<file path="config.mk">
export PLATFORM = sky130hd
export DESIGN_NAME = mem_arbiter
export DESIGN_NICKNAME = d
export VERILOG_FILES = /design/src/rtl/mem_arbiter.sv
export SDC_FILE = /design/constraint.sdc
export NUM_CORES = 1
export LEC_CHECK = 0
export CAP_MARGIN = 20
export CORE_AREA = 5 5 282 284
export CTS_CLUSTER_SIZE = 30
export DETAILED_ROUTE_END_ITERATION = 7
export DIE_AREA = 0 0 287 289
export PLACE_DENSITY_LB_ADDON = 0.3
export SYNTH_ARGS = -nofsm -noshare
export SYNTH_HDL_FRONTEND = slang
export SYNTH_SLANG_ARGS = --single-unit
</file>
<file path="constraint.sdc">
create_clock -name CLK -period 17 [get_ports CLK]
set_input_delay 3.4 -clock CLK [delete_from_list [all_inputs] [get_ports CLK]]
set_output_delay 3.4 -clock CLK [all_outputs]
set_load 0.005 [all_outputs]
</file>
<file path="src/rtl/mem_arbiter.sv">
// mem_arbiter: shares one 128-bit-block main memory between the icache
// (read-only) and the dcache (read/write). One memory transaction at a time.
// Each requester is answered through its own busywait handshake.
//
// Ports:
//   CLK, RESET      clock (rising edge), async active-high reset
//   I_READ/I_ADDRESS/I_READDATA/I_BUSYWAIT
//                   icache block-read port
//   D_READ/D_WRITE/D_ADDRESS/D_WRITEDATA/D_READDATA/D_BUSYWAIT
//                   dcache block read / write-back port
//   MEM_READ/MEM_WRITE/MEM_ADDRESS/MEM_WRITEDATA (registered),
//   MEM_READDATA/MEM_BUSYWAIT
//                   main memory port
//
// Build option: define ARB_ROUND_ROBIN_EN to alternate grants on
// contention. Without it, the dcache always wins contention.
module mem_arbiter (
   input  logic         CLK,
   input  logic         RESET,
   input  logic         I_READ,
   input  logic [27:0]  I_ADDRESS,
   output logic [127:0] I_READDATA,
   output logic         I_BUSYWAIT,
   input  logic         D_READ,
   input  logic         D_WRITE,
   input  logic [27:0]  D_ADDRESS,
   input  logic [127:0] D_WRITEDATA,
   output logic [127:0] D_READDATA,
   output logic         D_BUSYWAIT,
   output logic         MEM_READ,
   output logic         MEM_WRITE,
   output logic [27:0]  MEM_ADDRESS,
   output logic [127:0] MEM_WRITEDATA,
   input  logic [127:0] MEM_READDATA,
   input  logic         MEM_BUSYWAIT
);

   typedef enum logic [1:0] {ST_IDLE, ST_ISSUE, ST_WAIT, ST_DONE} state_t;

   state_t        state_q, state_d;
   logic          grant_q, grant_d;      // 0 = icache, 1 = dcache
   logic          mem_read_q, mem_read_d;
   logic          mem_write_q, mem_write_d;
   logic [27:0]   mem_address_q, mem_address_d;
   logic [127:0]  mem_writedata_q, mem_writedata_d;
   logic [127:0]  i_readdata_q, i_readdata_d;
   logic [127:0]  d_readdata_q, d_readdata_d;

   logic i_req, d_req, win_d, any_req;

   assign i_req   = I_READ;
   assign d_req   = D_READ | D_WRITE;
   assign any_req = i_req | d_req;

`ifdef ARB_ROUND_ROBIN_EN
   // rr_q remembers the port granted last; contention goes to the other one.
   logic rr_q, rr_d;

   assign win_d = (i_req & d_req) ? ~rr_q : d_req;

   always_comb begin
      rr_d = rr_q;
      if (state_q == ST_IDLE && any_req)
         rr_d = win_d;
   end

   always_ff @(posedge CLK or posedge RESET) begin
      if (RESET) rr_q <= 1'b0;
      else       rr_q <= rr_d;
   end
`else
   assign win_d = d_req;
`endif

   // State register
   always_ff @(posedge CLK or posedge RESET) begin
      if (RESET) state_q <= ST_IDLE;
      else       state_q <= state_d;
   end

   // Next-state logic
   always_comb begin
      state_d = state_q;
      case (state_q)
         ST_IDLE:  if (any_req) state_d = ST_ISSUE;
         // Memory needs one cycle to register the access before its
         // busywait is meaningful.
         ST_ISSUE: state_d = ST_WAIT;
         ST_WAIT:  if (!MEM_BUSYWAIT) state_d = ST_DONE;
         ST_DONE:  state_d = ST_IDLE;
         default:  state_d = ST_IDLE;
      endcase
   end

   // Output logic: busywait drops only in DONE, and only for the granted port.
   always_comb begin
      I_BUSYWAIT = i_req & ~(state_q == ST_DONE && !grant_q);
      D_BUSYWAIT = d_req & ~(state_q == ST_DONE &&  grant_q);
   end

   // Datapath: command is captured in IDLE and held until WAIT completes.
   always_comb begin
      grant_d         = grant_q;
      mem_read_d      = mem_read_q;
      mem_write_d     = mem_write_q;
      mem_address_d   = mem_address_q;
      mem_writedata_d = mem_writedata_q;
      i_readdata_d    = i_readdata_q;
      d_readdata_d    = d_readdata_q;
      case (state_q)
         ST_IDLE: begin
            if (any_req) begin
               grant_d       = win_d;
               mem_address_d = win_d ? D_ADDRESS : I_ADDRESS;
               // D_WRITE takes precedence when both dcache strobes are high.
               mem_write_d   = win_d & D_WRITE;
               mem_read_d    = ~(win_d & D_WRITE);
               if (win_d & D_WRITE)
                  mem_writedata_d = D_WRITEDATA;
            end
         end
         ST_WAIT: begin
            if (!MEM_BUSYWAIT) begin
               if (mem_read_q) begin
                  if (grant_q) d_readdata_d = MEM_READDATA;
                  else         i_readdata_d = MEM_READDATA;
               end
               mem_read_d  = 1'b0;
               mem_write_d = 1'b0;
            end
         end
         default: ;
      endcase
   end

   always_ff @(posedge CLK or posedge RESET) begin
      if (RESET) begin
         grant_q         <= 1'b0;
         mem_read_q      <= 1'b0;
         mem_write_q     <= 1'b0;
         mem_address_q   <= '0;
         mem_writedata_q <= '0;
         i_readdata_q    <= '0;
         d_readdata_q    <= '0;
      end else begin
         grant_q         <= grant_d;
         mem_read_q      <= mem_read_d;
         mem_write_q     <= mem_write_d;
         mem_address_q   <= mem_address_d;
         mem_writedata_q <= mem_writedata_d;
         i_readdata_q    <= i_readdata_d;
         d_readdata_q    <= d_readdata_d;
      end
   end

   assign MEM_READ      = mem_read_q;
   assign MEM_WRITE     = mem_write_q;
   assign MEM_ADDRESS   = mem_address_q;
   assign MEM_WRITEDATA = mem_writedata_q;
   assign I_READDATA    = i_readdata_q;
   assign D_READDATA    = d_readdata_q;

endmodule
</file>
==> metrics.md <==
| Metric | Value |
|---|---|
| Area taken by flip-flops and latches | `10400 um^2` |
| Die W | `287 um` |
| Internal power | `between 3000 and 4000 uW` |
| WP data required | `13.60 ns` |
| Final Util | `between 30% and 40%` |
| Wirelength per Cell | `19.2 um` |
| Unique masters post-synth | `24` |
| Hold WC Path Type | `reg2reg` |
| Crit. End Element | `primary output` |
| Actual slew at the worst max-slew pin | `between 1 and 1.5 ns` |
| Synthesized Nets | `1285` |
| Clock Pin Slew Worst Setup and Hold Paths | `~0.060 ns` |
| First-pass GRT wire length | `just under 80000 um` |
| Worst path max stage delay | `0.85 ns` |
| CTS H-Tree Depth | `2` |
| Final wirelength | `53600 um` |
| Post-CTS setup repair buffer count | `0` |
| Routed Antenna Nets | `0` |
| Reg-to-reg slack, setup | `13.32 ns` |
| Critical path arrival | `5.44 ns` |
| Seq/Total Area, Yosys | `65.3%` |
| Slowest stage cell, crit path | `nor2_4` |
| Io pins | `734` |
| Power share of the clock group | `23.6%` |
| Peak Freq | `roughly 110 MHz` |
| Relative slew margins | `29.3%` |
| CP startpoint kind | `input pin` |
| Switch Pwr | `1200 uW` |
| CTS buffer count | `48` |
| CP max FO | `29` |
| Mapped Cells | `964` |
| Status | `complete, no violations` |
| Setup TNS | `0 ns` |
| Register share of total power | `37.8%` |
| Gpl congestion | `0.815` |
| Global Route Usage Sum | `approximately an eighth` |
| Worst VDD drop | `0.0920 mV` |
| Clock skew | `0.0151 ns` |
| Area of the multi-input gates | `5060 um^2` |
| Switching Fraction | `27.5%` |
| Unrepaired setup endpoints after global routing | `no` |
| Post-DP HPWL | `40200 um` |
| Die area | `82900 um^2` |
| Final setup viols | `0` |
| Clk sink count | `417` |
| Via Count | `10.8k` |
| Remaining DRCs | `0` |
| Hold_buf cts | `0` |
| CTS tree | `yes` |
| Post_cts resized | `0` |
| Fill cell count | `7585` |
| Largest net degree at the start of global routing | `117` |
| Min Tclk post-route | `8.84 ns` |
| Crit Path Class | `in2out` |
| Drt pass-1 iters | `4` |
| Gr ovfl total | `0` |
| Die Ht | `around 290 um` |
| Slew Limit Fails | `0` |
| Cell Area, Synth | `16000 um^2` |
| Worst-Skew Late Latency | `0.56 ns` |
| DRT iter0 DRCs | `228` |
| Nets | `approximately 2k` |
| Via density | `around 3.9` |
| Initial Util | `20.8%` |
| PortBufs | `~730` |
| Buf/Inv on CP | `2` |
| Final Hold Viols | `0` |
| Max-Cap Viols | `0` |
| Crit-path cells | `clkdlybuf4s50_1 > nor2_4 > a21oi_1 > clkdlybuf4s50_1` |
| Syn Area/Cell | `16.6 um^2` |
| Synth Register Bits | `417` |
| Root Buffer | `clkbuf_16` |
| CP most frequent cell | `clkdlybuf4s50_1` |
| Core Area | `76800 um^2` |
| Fraction of layout cells with a size suffix above 1 | `26.8%` |
| Combinational share of power | `roughly two fifths` |
| Crit path max-delay family | `buffers and inverters` |
| Leakage power | `0.0110 uW` |
| Initial antenna violation count | `3` |
| Clock buffer depth | `3` |
| Power Density | `169 nW/um^2` |
| Yosys warning count | `0` |
| Area growth syn-to-layout | `61.7%` |
| Final worst-path cycle share | `52.0%` |
| Num rows | `102` |
| Vias in the first global route | `12.2k` |
## cells in the final DEF, fill, tap and decap left out, drive strengths merged
cell type,n
a21boi,1
a21o,1
a21oi,3
a22o,1
and4bb,1
buf,11
bufinv,2
clkbuf,72
clkdlybuf4s50,733
clkinv,12
clkinvlp,1
dfrtp,417
diode,5
ha,3
inv,4
mux2,385
mux2i,29
nand2,31
nand2b,1
nand4b,1
nor2,2
nor3,1
o21ai,29
o21ba,1
o2bb2ai,1
o31ai,1
## registers in the layout (all words and copies together), names as in the netlist
register / cells
MEM_WRITEDATA: 128
MEM_WRITE: 1
MEM_READ: 1
state_q: 2
I_READDATA: 128
MEM_ADDRESS: 28
D_READDATA: 128
grant_q: 1
## worst min-delay path, stage by stage, from the launching register on
cell and delay, ns:
dfrtp_1 0.34, nand2_1 0.05, o21ai_0 0.06
## metrics by stage
stage	instance area [um^2]	worst slack [ns]	cells	total power [uW]	hold WS, ns
after detailed placement	24200	8.17	2697	3390	0.472
final	25800	8.16	2789	4370	0.478
after CTS	25800	8.17	2784	4460	0.485
after floorplan	16000	1.99	964	2230	0.471
after global placement	24200	8.19	2697	3360	0.469
after global routing	25800	8.04	2787	4620	0.499
## final timing paths
| check | startpoint | endpoint | cells past startpoint |
|---|---|---|---|
| worst max-delay path | D_WRITE | D_BUSYWAIT | 4 |
| worst min-delay path | MEM_ADDRESS[10] | MEM_ADDRESS[10] | 2 |
| worst max register to register | state_q[0] | D_READDATA[95] | 6 |
| worst min register to register | MEM_ADDRESS[10] | MEM_ADDRESS[10] | 2 |
| max in group asynchronous | RESET | MEM_WRITEDATA[51] | 5 |
| min in group asynchronous | RESET | I_READDATA[125] | 2 |
## Yosys cell counts
cell | count | area [um^2]
a21boi_0 | 1 | 7.51
a21o_1 | 1 | 7.51
a21oi_1 | 3 | 15.0
a22o_1 | 1 | 8.76
and4bb_1 | 1 | 12.5
buf_2 | 5 | 25.0
buf_4 | 7 | 52.6
buf_6 | 37 | 417
clkbuf_1 | 2 | 7.51
dfrtp_1 | 417 | 10400
ha_1 | 3 | 37.5
inv_1 | 4 | 15.0
mux2_1 | 12 | 135
mux2_2 | 373 | 4200
mux2i_1 | 29 | 290
nand2_1 | 31 | 116
nand2b_1 | 1 | 6.26
nand4b_1 | 1 | 8.76
nor2_1 | 2 | 7.51
nor3_1 | 1 | 5.00
o21ai_0 | 29 | 145
o21ba_2 | 1 | 10.0
o2bb2ai_1 | 1 | 8.76
o31ai_1 | 1 | 7.51
## area by class of cell
cell class,count,share of cell area [%]
Tap cell,1040,5.04
Sequential cell,417,40.4
Inverter,4,0.0872
Timing Repair Buffer,744,28.7
Antenna cell,5,0.0484
Multi-Input combinational cell,492,19.6
Clock buffer,72,5.62
Clock inverter,15,0.508
## per-layer routing
| metal | track usage [%] | share of wire, % |
|---|---|---|
| met1 | 12.7 | 35 |
| met5 | 0 | 0 |
| met3 | 4.41 | 8.4 |
| met2 | 22.3 | 53 |
| met4 | 4.55 | 3.4 |
## power by group through the flow
stage / clock network [uW] / logic, uW / registers (uW)
after floorplan: 0 / 548 / 1680
after global placement: 0 / 1710 / 1650
after detailed placement: 0 / 1720 / 1670
after CTS: 1080 / 1730 / 1660
after global routing: 1110 / 1800 / 1710
final: 1030 / 1690 / 1650
## cell families after synthesis
logic type / Yosys count / synth area share [%]
AOI/OAI and AO/OA: 38 / 1.32
and+or+nand+nor: 37 / 0.979
buffers and inverters: 55 / 3.23
muxes: 414 / 28.9
DFF: 417 / 65.3
adders and majority gates: 3 / 0.235
No activity file was read; power rests on OpenSTA's default activity.
